--- src/rtl/i_cache_fetch_pkg.sv ---
`default_nettype none
// ============================================================================
// Module   : i_cache_fetch_pkg
// Purpose  : Shared constants for the fetch-stage instruction cache:
//            word size, NOP encoding, cache geometry and FSM state encoding.
// Revision : 1.0 - initial release
// ============================================================================
package i_cache_fetch_pkg;

  localparam int c_WORD_SIZE      = 16;
  localparam int c_NUM_LINES      = 4;
  localparam int c_WORDS_PER_LINE = 4;

  localparam int c_INDEX_W  = $clog2(c_NUM_LINES);
  localparam int c_OFFSET_W = $clog2(c_WORDS_PER_LINE);
  localparam int c_TAG_W    = c_WORD_SIZE - c_INDEX_W - c_OFFSET_W;

  // NOP is the NOP opcode in the top nibble with all operand bits zero.
  localparam logic [3:0] c_OPCODE_NOP = 4'hF;

  typedef enum logic [0:0] {
    LOOKUP = 1'b0,
    REFILL = 1'b1
  } fetch_state_t;

endpackage : i_cache_fetch_pkg
`default_nettype wire

--- src/rtl/i_cache_array.sv ---
`default_nettype none
// ============================================================================
// Module   : i_cache_array
// Purpose  : Valid/tag/data storage of the direct-mapped instruction cache.
// Ports    : clk, rst        - clock, synchronous active-high reset (valid only)
//            i_rd_idx        - combinational read index
//            o_rd_valid/tag/line - read port outputs
//            i_wr_en/idx/tag/line - synchronous whole-line write port
// Revision : 1.0 - initial release
// ============================================================================
module i_cache_array #(
  parameter int NUM_LINES = 4,
  parameter int IDX_W     = 2,
  parameter int TAG_W     = 12,
  parameter int LINE_W    = 64
) (
  input  logic              clk,
  input  logic              rst,
  input  logic [IDX_W-1:0]  i_rd_idx,
  output logic              o_rd_valid,
  output logic [TAG_W-1:0]  o_rd_tag,
  output logic [LINE_W-1:0] o_rd_line,
  input  logic              i_wr_en,
  input  logic [IDX_W-1:0]  i_wr_idx,
  input  logic [TAG_W-1:0]  i_wr_tag,
  input  logic [LINE_W-1:0] i_wr_line
);

  logic [NUM_LINES-1:0] r_valid;
  logic [TAG_W-1:0]     r_tag  [NUM_LINES];
  logic [LINE_W-1:0]    r_line [NUM_LINES];

  // Only the valid bits are reset; stale tag/data are harmless once invalid.
  always_ff @(posedge clk) begin
    if (rst) begin
      r_valid <= '0;
    end else if (i_wr_en) begin
      r_valid[i_wr_idx] <= 1'b1;
    end
  end

  always_ff @(posedge clk) begin
    if (i_wr_en) begin
      r_tag[i_wr_idx]  <= i_wr_tag;
      r_line[i_wr_idx] <= i_wr_line;
    end
  end

  assign o_rd_valid = r_valid[i_rd_idx];
  assign o_rd_tag   = r_tag[i_rd_idx];
  assign o_rd_line  = r_line[i_rd_idx];

endmodule : i_cache_array
`default_nettype wire

--- src/rtl/i_cache_fetch.sv ---
`default_nettype none
// ============================================================================
// Module   : i_cache_fetch
// Purpose  : Direct-mapped read-only instruction cache for the fetch stage.
//            Hits return the instruction in the same cycle; a miss stalls
//            fetch, refills one line through a ready handshake, then replays.
// Ports    : clk, reset_n (synchronous, active-high despite the name)
//            fetch_req, pc_IF           - fetch request from the core
//            instruction_IF, tag_match_IF, cache_stall - to IF/ID and hazard
//            i_readM, i_address, i_ready, i_data       - refill interface
//            num_hit, num_miss           - wrapping statistics counters
// Revision : 1.0 - initial release
// ============================================================================
module i_cache_fetch
  import i_cache_fetch_pkg::*;
#(
  parameter int WORD_SIZE      = c_WORD_SIZE,
  parameter int NUM_LINES      = c_NUM_LINES,
  parameter int WORDS_PER_LINE = c_WORDS_PER_LINE
) (
  input  logic                                clk,
  input  logic                                reset_n,
  input  logic                                fetch_req,
  input  logic [WORD_SIZE-1:0]                pc_IF,
  output logic [WORD_SIZE-1:0]                instruction_IF,
  output logic                                tag_match_IF,
  output logic                                cache_stall,
  output logic                                i_readM,
  output logic [WORD_SIZE-1:0]                i_address,
  input  logic                                i_ready,
  input  logic [WORD_SIZE*WORDS_PER_LINE-1:0] i_data,
  output logic [15:0]                         num_hit,
  output logic [15:0]                         num_miss
);

  localparam int c_IDX_W  = $clog2(NUM_LINES);
  localparam int c_OFF_W  = $clog2(WORDS_PER_LINE);
  localparam int c_TAG_W  = WORD_SIZE - c_IDX_W - c_OFF_W;
  localparam int c_LINE_W = WORD_SIZE * WORDS_PER_LINE;
  localparam logic [WORD_SIZE-1:0] c_NOP = {c_OPCODE_NOP, {(WORD_SIZE-4){1'b0}}};

  fetch_state_t         r_state;
  logic                 r_readM;
  logic [WORD_SIZE-1:0] r_address;
  logic [15:0]          r_num_hit;
  logic [15:0]          r_num_miss;

  logic [c_IDX_W-1:0]   w_idx;
  logic [c_OFF_W-1:0]   w_off;
  logic [c_TAG_W-1:0]   w_tag;
  logic                 w_rd_valid;
  logic [c_TAG_W-1:0]   w_rd_tag;
  logic [c_LINE_W-1:0]  w_rd_line;
  logic [WORD_SIZE-1:0] w_words [WORDS_PER_LINE];
  logic                 w_hit;
  logic                 w_wr_en;

  assign w_off = pc_IF[c_OFF_W-1:0];
  assign w_idx = pc_IF[c_OFF_W +: c_IDX_W];
  assign w_tag = pc_IF[WORD_SIZE-1 -: c_TAG_W];

  // The line being refilled is identified by the latched request address,
  // never by pc_IF, so a redirect mid-refill still installs the right line.
  // Reset wins over a coinciding i_ready.
  assign w_wr_en = (r_state == REFILL) & i_ready & ~reset_n;

  i_cache_array #(
    .NUM_LINES (NUM_LINES),
    .IDX_W     (c_IDX_W),
    .TAG_W     (c_TAG_W),
    .LINE_W    (c_LINE_W)
  ) u_array (
    .clk        (clk),
    .rst        (reset_n),
    .i_rd_idx   (w_idx),
    .o_rd_valid (w_rd_valid),
    .o_rd_tag   (w_rd_tag),
    .o_rd_line  (w_rd_line),
    .i_wr_en    (w_wr_en),
    .i_wr_idx   (r_address[c_OFF_W +: c_IDX_W]),
    .i_wr_tag   (r_address[WORD_SIZE-1 -: c_TAG_W]),
    .i_wr_line  (i_data)
  );

  for (genvar k = 0; k < WORDS_PER_LINE; k++) begin : g_words
    assign w_words[k] = w_rd_line[k*WORD_SIZE +: WORD_SIZE];
  end

  assign w_hit = fetch_req & (r_state == LOOKUP) & w_rd_valid & (w_rd_tag == w_tag);

  assign tag_match_IF   = w_hit;
  assign instruction_IF = w_hit ? w_words[w_off] : c_NOP;
  assign cache_stall    = fetch_req & ~w_hit;

  always_ff @(posedge clk) begin
    if (reset_n) begin
      r_state    <= LOOKUP;
      r_readM    <= 1'b0;
      r_address  <= '0;
      r_num_hit  <= 16'd0;
      r_num_miss <= 16'd0;
    end else begin
      case (r_state)
        LOOKUP: begin
          if (w_hit) begin
            r_num_hit <= r_num_hit + 16'd1;
          end else if (fetch_req) begin
            r_state    <= REFILL;
            r_readM    <= 1'b1;
            r_address  <= {pc_IF[WORD_SIZE-1:c_OFF_W], {c_OFF_W{1'b0}}};
            r_num_miss <= r_num_miss + 16'd1;
          end
        end
        REFILL: begin
          if (i_ready) begin
            r_state <= LOOKUP;
            r_readM <= 1'b0;
          end
        end
        default: r_state <= LOOKUP;
      endcase
    end
  end

  assign i_readM   = r_readM;
  assign i_address = r_address;
  assign num_hit   = r_num_hit;
  assign num_miss  = r_num_miss;

endmodule : i_cache_fetch
`default_nettype wire
--- config.mk ---
export PLATFORM = sky130hd
export DESIGN_NAME = i_cache_fetch
export DESIGN_NICKNAME = d
export VERILOG_FILES = /design/src/rtl/i_cache_fetch_pkg.sv /design/src/rtl/i_cache_array.sv /design/src/rtl/i_cache_fetch.sv
export SDC_FILE = /design/constraint.sdc
export NUM_CORES = 1
export LEC_CHECK = 0
export ABC_CLOCK_PERIOD_IN_PS = 8000
export CAP_MARGIN = 10
export CORE_UTILIZATION = 45
export CTS_BUF_LIST = sky130_fd_sc_hd__clkbuf_16
export CTS_CLUSTER_DIAMETER = 80
export CTS_CLUSTER_SIZE = 8
export DETAILED_ROUTE_END_ITERATION = 10
export DONT_BUFFER_PORTS = 1
export GPL_ROUTABILITY_DRIVEN = 0
export GPL_TIMING_DRIVEN = 0
export MAX_ROUTING_LAYER = met4
export PLACE_DENSITY_LB_ADDON = 0.12
export REMOVE_ABC_BUFFERS = 1
export SLEW_MARGIN = 40
export SYNTH_ARGS = -nofsm -noshare
export SYNTH_HDL_FRONTEND = slang
export SYNTH_HIERARCHICAL = 1
export SYNTH_SLANG_ARGS = --single-unit
--- constraint.sdc ---
create_clock -name clk -period 8 [get_ports clk]
set_input_delay 0.4 -clock clk [delete_from_list [all_inputs] [get_ports clk]]
set_output_delay 0.4 -clock clk [all_outputs]
set_load 0.1 [all_outputs]
==> impl_results.md, run 1 <==
* Outcome: finished with violations
* Violations in the final reports: design-rule violations
* First-pass GRT wire length at 41900 µm
* Async S/R FF share, synth at 0%
* Final hold vios at 0
* Fin nets at 928
* Cts hold-fix bufs at 73
* Power density cells at 244 nW/µm²
* CTS tree: yes
* Core box area at 30700 µm²
* Iter 0 DRT Violations at 411
* Initial Util at 46.0%
* Crit path max fanout at 36
* Post-Syn Instances at 734
* Number of synthesized flops with an enable pin at 304
* Initial antenna violation count at 2
* Max Slew Vio Count at 0
* Final ANT Viol Nets at 0
* Vias in the first global route at 7478
* GRT overflow at 0
* Filler cells at 2394
* Routed wl met3 at 2010 µm
* Worst Path Required at 7600 ps
* CTS buffer count at 50
* Leakage at 5.47 nW
* Final worst slack at 3920 ps
* Post-Syn Area at 14100 µm²
* Ys flop type: edfxtp_1
* CTS H-tree depth at 2
* Ratio of cells with drive above 1 in the final layout at 29.2%
* Total wire length at 27800 µm
* Synth area leader: edfxtp_1
* Clock Pin Slew Worst Setup and Hold Paths at 50 ps
* Cell Area, Placed at 14700 µm²
* Fmax at 0.245 GHz
* Slowest-stage cell, CP: or4_4
* WHS at 37.0 ps
* Placement Setup Slack at 4360 ps
* CP Class: reg2out
* Top layer in use: met4
* Post-CTS setup buffer count at 0
* Clk_lat worst skew at 550 ps
* CP startpoint kind: register
* Site Rows at 64
* Crit-path cells: mux4_2, xnor2_1, nand4_1, or4_4, inv_4, buf_12, and2_2
* Tmin final at 4080 ps
* CTS root buf: clkbuf_16
* Slew Limit Headroom at 56.5%
* Synth top area share at 64.6%
* Wirelength per Cell at 22.0 µm
* Final period util at 51.0%
* #FFs+latches synth at 356
* CP bufs+invs at 2
* First drt pass iteration count at 8
* Main area contributors after synthesis: edfxtp_1 65%, mux4_2 15%, dfxtp_1 7.4%
* CP Capture Type: primary output
* Vias per std cell at 5.63
* Clk sinks at 356
* Synth cell types at 43
* Unrepaired setup endpoints after global routing: no
* Post-cts sizing count at 0
* Final Setup Violations at 0
* Family with the most delay on the worst path: simple AND/OR/NAND/NOR gates
* Fin area at 16900 µm²
* Avg Inst Size Synth at 19.3 µm²
* Die span in y at 179 µm
* Drt drc at 24
* Overall routing resource usage at 18.0%
* CP peak stage delay at 760 ps
* Register area share after synthesis at 72.0%
* # Max-Cap Violations at 0
* Port buffer count at 0
* Worst Hold Class: in2reg
* Clk_skew at 16.0 ps
* Vias at 7091
* Worst-margin pin slew at 652 ps
* Area Overhead vs Synth at 19.4%
* Clk buf depth at 3
* Maximum vdd drop at 162 µV
* DIE WIDTH at 179 µm
* Data arrival, critical path at 3680 ps
* Largest net degree at the start of global routing at 79
* DP HPWL at 15900 µm
* Boundary Pins at 151
* Met2 routed WL at 13700 µm
* Yosys warnings at 6
* Met1 Wirelength at 11600 µm
* Die area at 32100 µm²
report_power, final:
group	total [mW]	switching (mW)	internal [mW]
Clock	1.87	0.723	1.14
Combinational	0.151	0.0572	0.0943
Sequential	2.10	0.0593	2.04
Total	4.11	0.840	3.27
metrics by stage:
stage               cells  TNS [ps]  utilization, %  power, mW
floorplan             692         0               -       2.22
global placement     1088   -311060            46.7       2.24
detailed placement   1111         0            47.8       2.24
CTS                  1255         0            54.8       4.17
global route         1259         0            54.9       4.26
finish               1259         0            54.9       4.11
placed cells by master (no fill, tap or decap), drive strengths merged, types with 3 or more instances in the layout:
cell         synthesis  layout
nand4               11      11
clkbuf              19      50
and4                 3       3
nor2b                6       6
buf                 24      24
mux4                93      93
nor2                 9       9
a21oi               29      29
mux2i               15      15
edfxtp             304     304
and3                 4       4
dlygate4sd3          0      74
nand2               15      15
or4                 19      19
dfxtp               52      52
o31ai               18      18
nand3               13      13
or3                  4       4
o21ai                5       5
or2b                 4       4
xnor2               13      13
nand2b              31      31
inv                  7      26
mux2                 4       4
and2                16      16
cell families (layout without fill, tap and decap cells):
family | count (synthesis) | after routing | share of synthesized area [%]
simple gates | 142 | 142 | 6.10
fa+ha+maj | 2 | 2 | 0.177
mux | 112 | 112 | 16.2
xor+xnor | 13 | 13 | 0.806
buf+inv | 50 | 176 | 2.20
compound gates | 58 | 58 | 2.52
other cells | 1 | 4 | 0.0265
flops | 356 | 356 | 72.0
registers in the layout, summed over array words and instances, names as in the netlist:
name             count
u_array/r_line     256
u_array/r_valid      4
i_address           14
r_state              1
num_hit             16
i_readM              1
u_array/r_tag       48
num_miss            16
synth_stat cells (5+ instances only):
master    number
nand2b_1      31
nand4_1       11
mux2i_1       15
inv_1          7
or4_1         18
buf_2         10
and2_1        16
buf_4          6
clkbuf_1      19
mux4_2        93
o31ai_1       18
xnor2_1       13
a21oi_1       29
nand2_1       15
edfxtp_1     304
dfxtp_1       52
o21ai_0        5
nor2_1         9
nand3_1       13
nor2b_1        6
path summary, 6_finish.rpt:
path | from | to | slack, ps | cells after the start
hold reg to reg | u_array/r_valid[1] | u_array/r_valid[1] | 450 | 2
setup reg to reg | u_array/r_tag[3][8] | num_miss[8] | 5000 | 8
hold / removal | reset_n | i_address[8] | 40 | 2
setup / recovery | u_array/r_tag[3][8] | instruction_IF[4] | 3920 | 7
layout make-up:
class | count | area (µm²) | area share [%]
Antenna cell | 2 | 5.00 | 0.0297
Clock buffer | 50 | 1250 | 7.41
Clock inverter | 21 | 153 | 0.905
Inverter | 7 | 36.3 | 0.215
Multi-Input combinational cell | 329 | 3710 | 22.0
Sequential cell | 356 | 10200 | 60.6
Tap cell | 396 | 495 | 2.94
Timing Repair Buffer | 98 | 998 | 5.92
per-layer routing:
layer | track usage (%) | vias up
met3 | 4.79 | 45
met4 | 5.18 | 0
li1 | - | 3206
met5 | - | -
met2 | 29.5 | 208
met1 | 22.1 | 3632
No activity file was read; power rests on OpenSTA's default activity.
==> inputs of run 2 (changes only) <==
- ABC_CLOCK_PERIOD_IN_PS: 8000 -> 3800
- clock period: 8 -> 3.8 ns (I/O delays scaled with it)
==> run 2 against run 1 <==
  * The run still ends with design-rule violations left
  * First-iteration DRC count down 1.7%
  * Global-route usage up 0.17 points
  * Clock-buffer cell count unchanged
  * Die area unchanged
  * Final cell count up 0.64%
  * Via count up 0.59%
  * Critical endpoint unchanged
  * Non-clock buffer count up 7
  * Critical path type unchanged
  * Routed wire length up 1.1%
  * Highest routed layer unchanged
  * Power up 110%
  * Design area up 0.56%
==> impl_results.md, run 2 (synthesized netlist as in run 1, its figures left out) <==
* CP startpoint kind: register
* Source of the critical timing path: u_array/r_tag[3][2]
* Max Slew Vio Count at 0
* Unrepaired setup endpoints after global routing: no
* TNS Setup at 0 ps
* CP Capture Type: primary output
* Maximum vdd drop at 341 µV
* Final hold vios at 0
* Post-CTS setup buffer count at 0
* DIE WIDTH at 179 µm
* Clk buf depth at 3
* # Max-Cap Violations at 0
* Min-Delay Startpoint: fetch_req
* Switch Pwr at 1.78 mW
* Final Setup Violations at 0
* CTS tree: yes
* Tmin final at 3640 ps
* Overall routing resource usage at 18.2%
* CTS buffer count at 50
* CTS root buf: clkbuf_16
* Path depth of the worst reg2reg path at 7
* DP HPWL at 15900 µm
* Fmax at 0.275 GHz
* Vias per std cell at 5.63
* Clock power share at 45.3%
* Port buffer count at 0
* Largest net degree at the start of global routing at 79
* Total wire length at 28100 µm
* Clock Pin Slew Worst Setup and Hold Paths at 50 ps
* Power density cells at 511 nW/µm²
* CP Class: reg2out
* Most common cell after layout, fill and taps aside: edfxtp_1
* Fin nets at 936
* Clk_lat worst skew at 550 ps
* Data arrival, critical path at 3450 ps
* Leakage at 5.51 nW
* Total power at 8.68 mW
* Final period util at 95.7%
* Initial Util at 46.0%
* Worst Path Required at 3610 ps
* Die area at 32100 µm²
* Slew Limit Headroom at 56.9%
* First-pass GRT wire length at 42200 µm
* GRT overflow at 0
* Clk sinks at 356
* Boundary Pins at 151
* Final ANT Viol Nets at 0
* Critical path endpoint: instruction_IF[4]
* Worst Hold Class: in2reg
* Comb pwr share at 3.8%
* Wirelength per Cell at 22.2 µm
* Switching Share at 20.5%
* P_int at 6.90 mW
* Clk_skew at 16.1 ps
* Worst-margin pin slew at 647 ps
* CTS H-tree depth at 2
* Final core utilization at 55.2%
* Site Rows at 64
* Crit path max fanout at 18
* RR Startpoint: u_array/r_tag[3][2]
* Filler cells at 2388
* First drt pass iteration count at 8
* Iter 0 DRT Violations at 404
* Vias in the first global route at 7550
* R2R Setup Slk at 530 ps
* Most frequent cells in the layout: 304 x edfxtp_1, 93 x mux4_2, 81 x dlygate4sd3_1, 50 x clkbuf_16, 47 x dfxtp_2
* Area Overhead vs Synth at 20.1%
* Largest register by flop count: u_array/r_line
* Register share of total power at 50.9%
* Reg-to-Reg End: num_hit[10]
* Max reg flops at 256
* Vias at 7133
* Drt drc at 24
* Die span in y at 179 µm
* Initial antenna violation count at 2
* Core box area at 30700 µm²
* Largest regs: u_array/r_line (256), u_array/r_tag (48)
* Violations in the final reports: design-rule violations
* Outcome: finished with violations
* Ratio of cells with drive above 1 in the final layout at 29.0%
[run 2: cell types whose count changed in the layout (fill, tap and decap cells not counted), sizes merged]
cell,before,now
or4,19,20
dlygate4sd3,74,81
[run 2: worst min-delay path by stage]
| stage | end | slack [ps] | depth (start not counted) |
|---|---|---|---|
| finish | r_state | 40 | 3 |
| global route | r_state | 70 | 3 |
| CTS | r_state | 20 | 3 |
| detailed placement | num_miss[6] | 260 | 1 |
| global placement | num_miss[6] | 260 | 1 |
| floorplan | num_hit[10] | 260 | 1 |
[run 2: critical path, cell delays in order, from the launching register on]
cell      delay (ps)
edfxtp_1         370
mux4_2           490
xnor2_1          170
nand3_1          220
or4_4            730
inv_4            250
buf_12           240
and2_4           380
[run 2: per-stage QoR]
| stage | setup slack [ps] | cell area [µm²] | cells | hold WS (ps) |
|---|---|---|---|---|
| floorplan | -3270 | 13900 | 692 | 259 |
| global placement | -8250 | 14300 | 1088 | 265 |
| detailed placement | 484 | 14700 | 1111 | 259 |
| CTS | 34.1 | 17000 | 1264 | 20.8 |
| global route | 8.67 | 17000 | 1267 | 69.6 |
| finish | 164 | 17000 | 1267 | 40.4 |
[run 2: what timing repair did]
| item | 4_1_cts | 5_1_grt |
|---|---|---|
| hold buffers | 82 | 0 |
| setup endpoints to repair | 6 | 6 |
| pin swaps | 0 | 1 |
| hold endpoints to repair | 308 | 0 |
| gates resized for setup | 6 | 0 |
| cloned | 0 | 1 |
[run 2: area by class of cell]
class / instances / area (µm²) / share of cell area [%]
Tap cell: 396 / 495 / 2.92
Inverter: 7 / 36.3 / 0.214
Sequential cell: 356 / 10200 / 60.3
Multi-Input combinational cell: 330 / 3720 / 21.9
Timing Repair Buffer: 105 / 1080 / 6.34
Clock inverter: 21 / 153 / 0.900
Antenna cell: 2 / 5.00 / 0.0295
Clock buffer: 50 / 1250 / 7.37
[run 2: metal layers]
layer / track usage, % / wire length [µm]
met4: 5.25 / 489
met1: 22.4 / 12000
met3: 4.75 / 1890
met2: 29.7 / 13700
met5: - / 0
[run 2: power by group through the flow]
stage | Clock [mW] | Sequential (mW) | Combinational, mW
6_report | 3.93 | 4.42 | 0.333
5_1_grt | 4.21 | 4.41 | 0.357
4_1_cts | 4.03 | 4.41 | 0.335
3_5_place_dp | 0 | 4.49 | 0.223
3_3_place_gp | 0 | 4.49 | 0.213
2_1_floorplan | 0 | 4.48 | 0.190
==> inputs of run 3 (changes only) <==
- CORE_ASPECT_RATIO: not set -> 1.4
==> run 3 against run 2 <==
  * The run now ends clean
  * Register-to-register slack worse by 110 ps
  * Clock skew down 7.1 ps
  * Final cell count down 0.55%
  * Non-clock buffer count up 1
  * Sequential power about the same
  * Clock power about the same
  * Global-route usage up 0.55 points
  * Flip-flop and latch count unchanged
  * Critical path type unchanged
==> impl_results.md, run 3 (synthesized netlist as in run 1, its figures left out) <==
* Outcome: finished, final reports clean
* Wirelength per Cell at 22.5 µm
* Area Overhead vs Synth at 20.1%
* Cell Area, Placed at 14700 µm²
* Data arrival, critical path at 3420 ps
* Power density cells at 511 nW/µm²
* First drt pass iteration count at 4
* Placement Setup Slack at 417 ps
* Clk_lat worst skew at 550 ps
* Final core utilization at 55.1%
* Largest net degree at the start of global routing at 79
* TNS Setup at 0 ps
* Worst Hold Class: in2reg
* Total wire length at 28400 µm
* Port buffer count at 0
* First-pass GRT wire length at 43400 µm
* Fin area at 17000 µm²
* Reg-to-Reg End: num_miss[10]
* Sequential Area at 10200 µm²
* CP startpoint kind: register
* Fin nets at 936
* Final worst slack at 187 ps
* RR Startpoint: u_array/r_tag[3][2]
* Slew Limit Headroom at 55.7%
* CTS H-tree depth at 2
* Final ANT Viol Nets at 0
* Worst-margin pin slew at 659 ps
* Final Setup Violations at 0
* GRT overflow at 0
* CTS buffer count at 50
* Vias per std cell at 5.65
* # diodes at 0
* Most frequent cells in the layout: 304 x edfxtp_1, 93 x mux4_2, 81 x dlygate4sd3_1, 51 x clkbuf_16, 47 x dfxtp_2
* Largest register by flop count: u_array/r_line
* Filler cells at 2410
* Die area at 32100 µm²
* Max reg flops at 256
* DIE WIDTH at 152 µm
* Multi-input logic area at 3710 µm²
* Die span in y at 212 µm
* Unrepaired setup endpoints after global routing: no
* Overall routing resource usage at 18.8%
* Final hold vios at 0
* Max Slew Vio Count at 0
* Min-Delay Startpoint: fetch_req
* Initial antenna violation count at 0
* Crit path max fanout at 36
* Worst Hold Endpoint: r_state
* Clk_skew at 8.95 ps
* CP Capture Type: primary output
* Final period util at 95.1%
* Most common cell after layout, fill and taps aside: edfxtp_1
* Path depth of the worst reg2reg path at 9
* Clk sinks at 356
* DP HPWL at 16700 µm
* Leakage at 5.53 nW
* CTS tree: yes
* Site Rows at 76
* CTS root buf: clkbuf_16
* Core box area at 30800 µm²
* Initial Util at 45.9%
* Fmax at 0.277 GHz
* Iter 0 DRT Violations at 333
* Drt drc at 0
* Maximum vdd drop at 325 µV
* Vias in the first global route at 7697
* CP Class: reg2out
* R2R Setup Slk at 420 ps
* Boundary Pins at 151
* Tmin final at 3610 ps
* # Max-Cap Violations at 0
* Hold Crit Depth at 3
* Largest regs: u_array/r_line (256), u_array/r_tag (48)
* Ratio of cells with drive above 1 in the final layout at 29.0%
* Clk buf depth at 3
* WHS at 35.3 ps
* Worst Path Required at 3610 ps
* Clock Pin Slew Worst Setup and Hold Paths at 50 ps
* Vias at 7118
* Post-CTS setup buffer count at 0
[run 3: changes by cell type in the layout (fill, tap and decap cells not counted), sizes merged]
cell and change:
diode -2, buf +1, clkbuf +1, clkinv +1, inv -1, or4 -1
[run 3: through the flow]
step                total power [mW]  std cells
global route                    8.96       1260
CTS                             8.81       1260
finish                          8.68       1260
detailed placement              4.72       1106
floorplan                       4.67        692
global placement                4.71       1082
[run 3: how the worst max path moves through the flow]
stage | slack, ps | from | end
5_1_grt | 20 | u_array/r_tag[3][3] | instruction_IF[0]
2_1_floorplan | -3270 | i_address[3] | u_array/r_line[0][0]
3_3_place_gp | -8420 | i_address[3] | u_array/r_line[0][28]
3_5_place_dp | 420 | u_array/r_tag[3][5] | instruction_IF[0]
6_report | 190 | u_array/r_tag[3][2] | instruction_IF[5]
4_1_cts | 60 | u_array/r_tag[3][2] | instruction_IF[5]
[run 3: cell type report]
| cell class | instances | area share, % |
|---|---|---|
| clock inverter | 21 | 0.767 |
| multi-input combinational | 329 | 21.9 |
| tap | 390 | 2.87 |
| clock buffer | 51 | 7.52 |
| sequential | 356 | 60.3 |
| timing repair buffer | 106 | 6.46 |
| inverter | 7 | 0.229 |
[run 3: what timing repair did]
item | in CTS | in global routing
endpoints found under the hold margin | 308 | 0
setup endpoints to repair | 5 | 6
gates resized for setup | 5 | 1
hold buffers | 82 | 0
pin swaps | 2 | 1
[run 3: worst max-delay path, cell delays in order, from the launching register on]
cell      delay, ps
edfxtp_1        360
mux4_2          480
xnor2_1         170
nand3_1         170
or4_4           760
inv_6           240
buf_12          260
and2_4          390
[run 3: layer usage]
metal	global-route usage (%)	wire, µm
met5	-	0
met4	6.01	620
met3	4.07	1700
met2	32.5	15200
met1	21.4	10900
[run 3: power breakdown]
| part | switching, mW | internal, mW | total [mW] | leakage [nW] |
|---|---|---|---|---|
| Combinational | 0.128 | 0.203 | 0.331 | 1.56 |
| Sequential | 0.124 | 4.29 | 4.42 | 3.22 |
| Clock | 1.50 | 2.43 | 3.93 | 0.752 |
| Total | 1.75 | 6.93 | 8.68 | 5.53 |
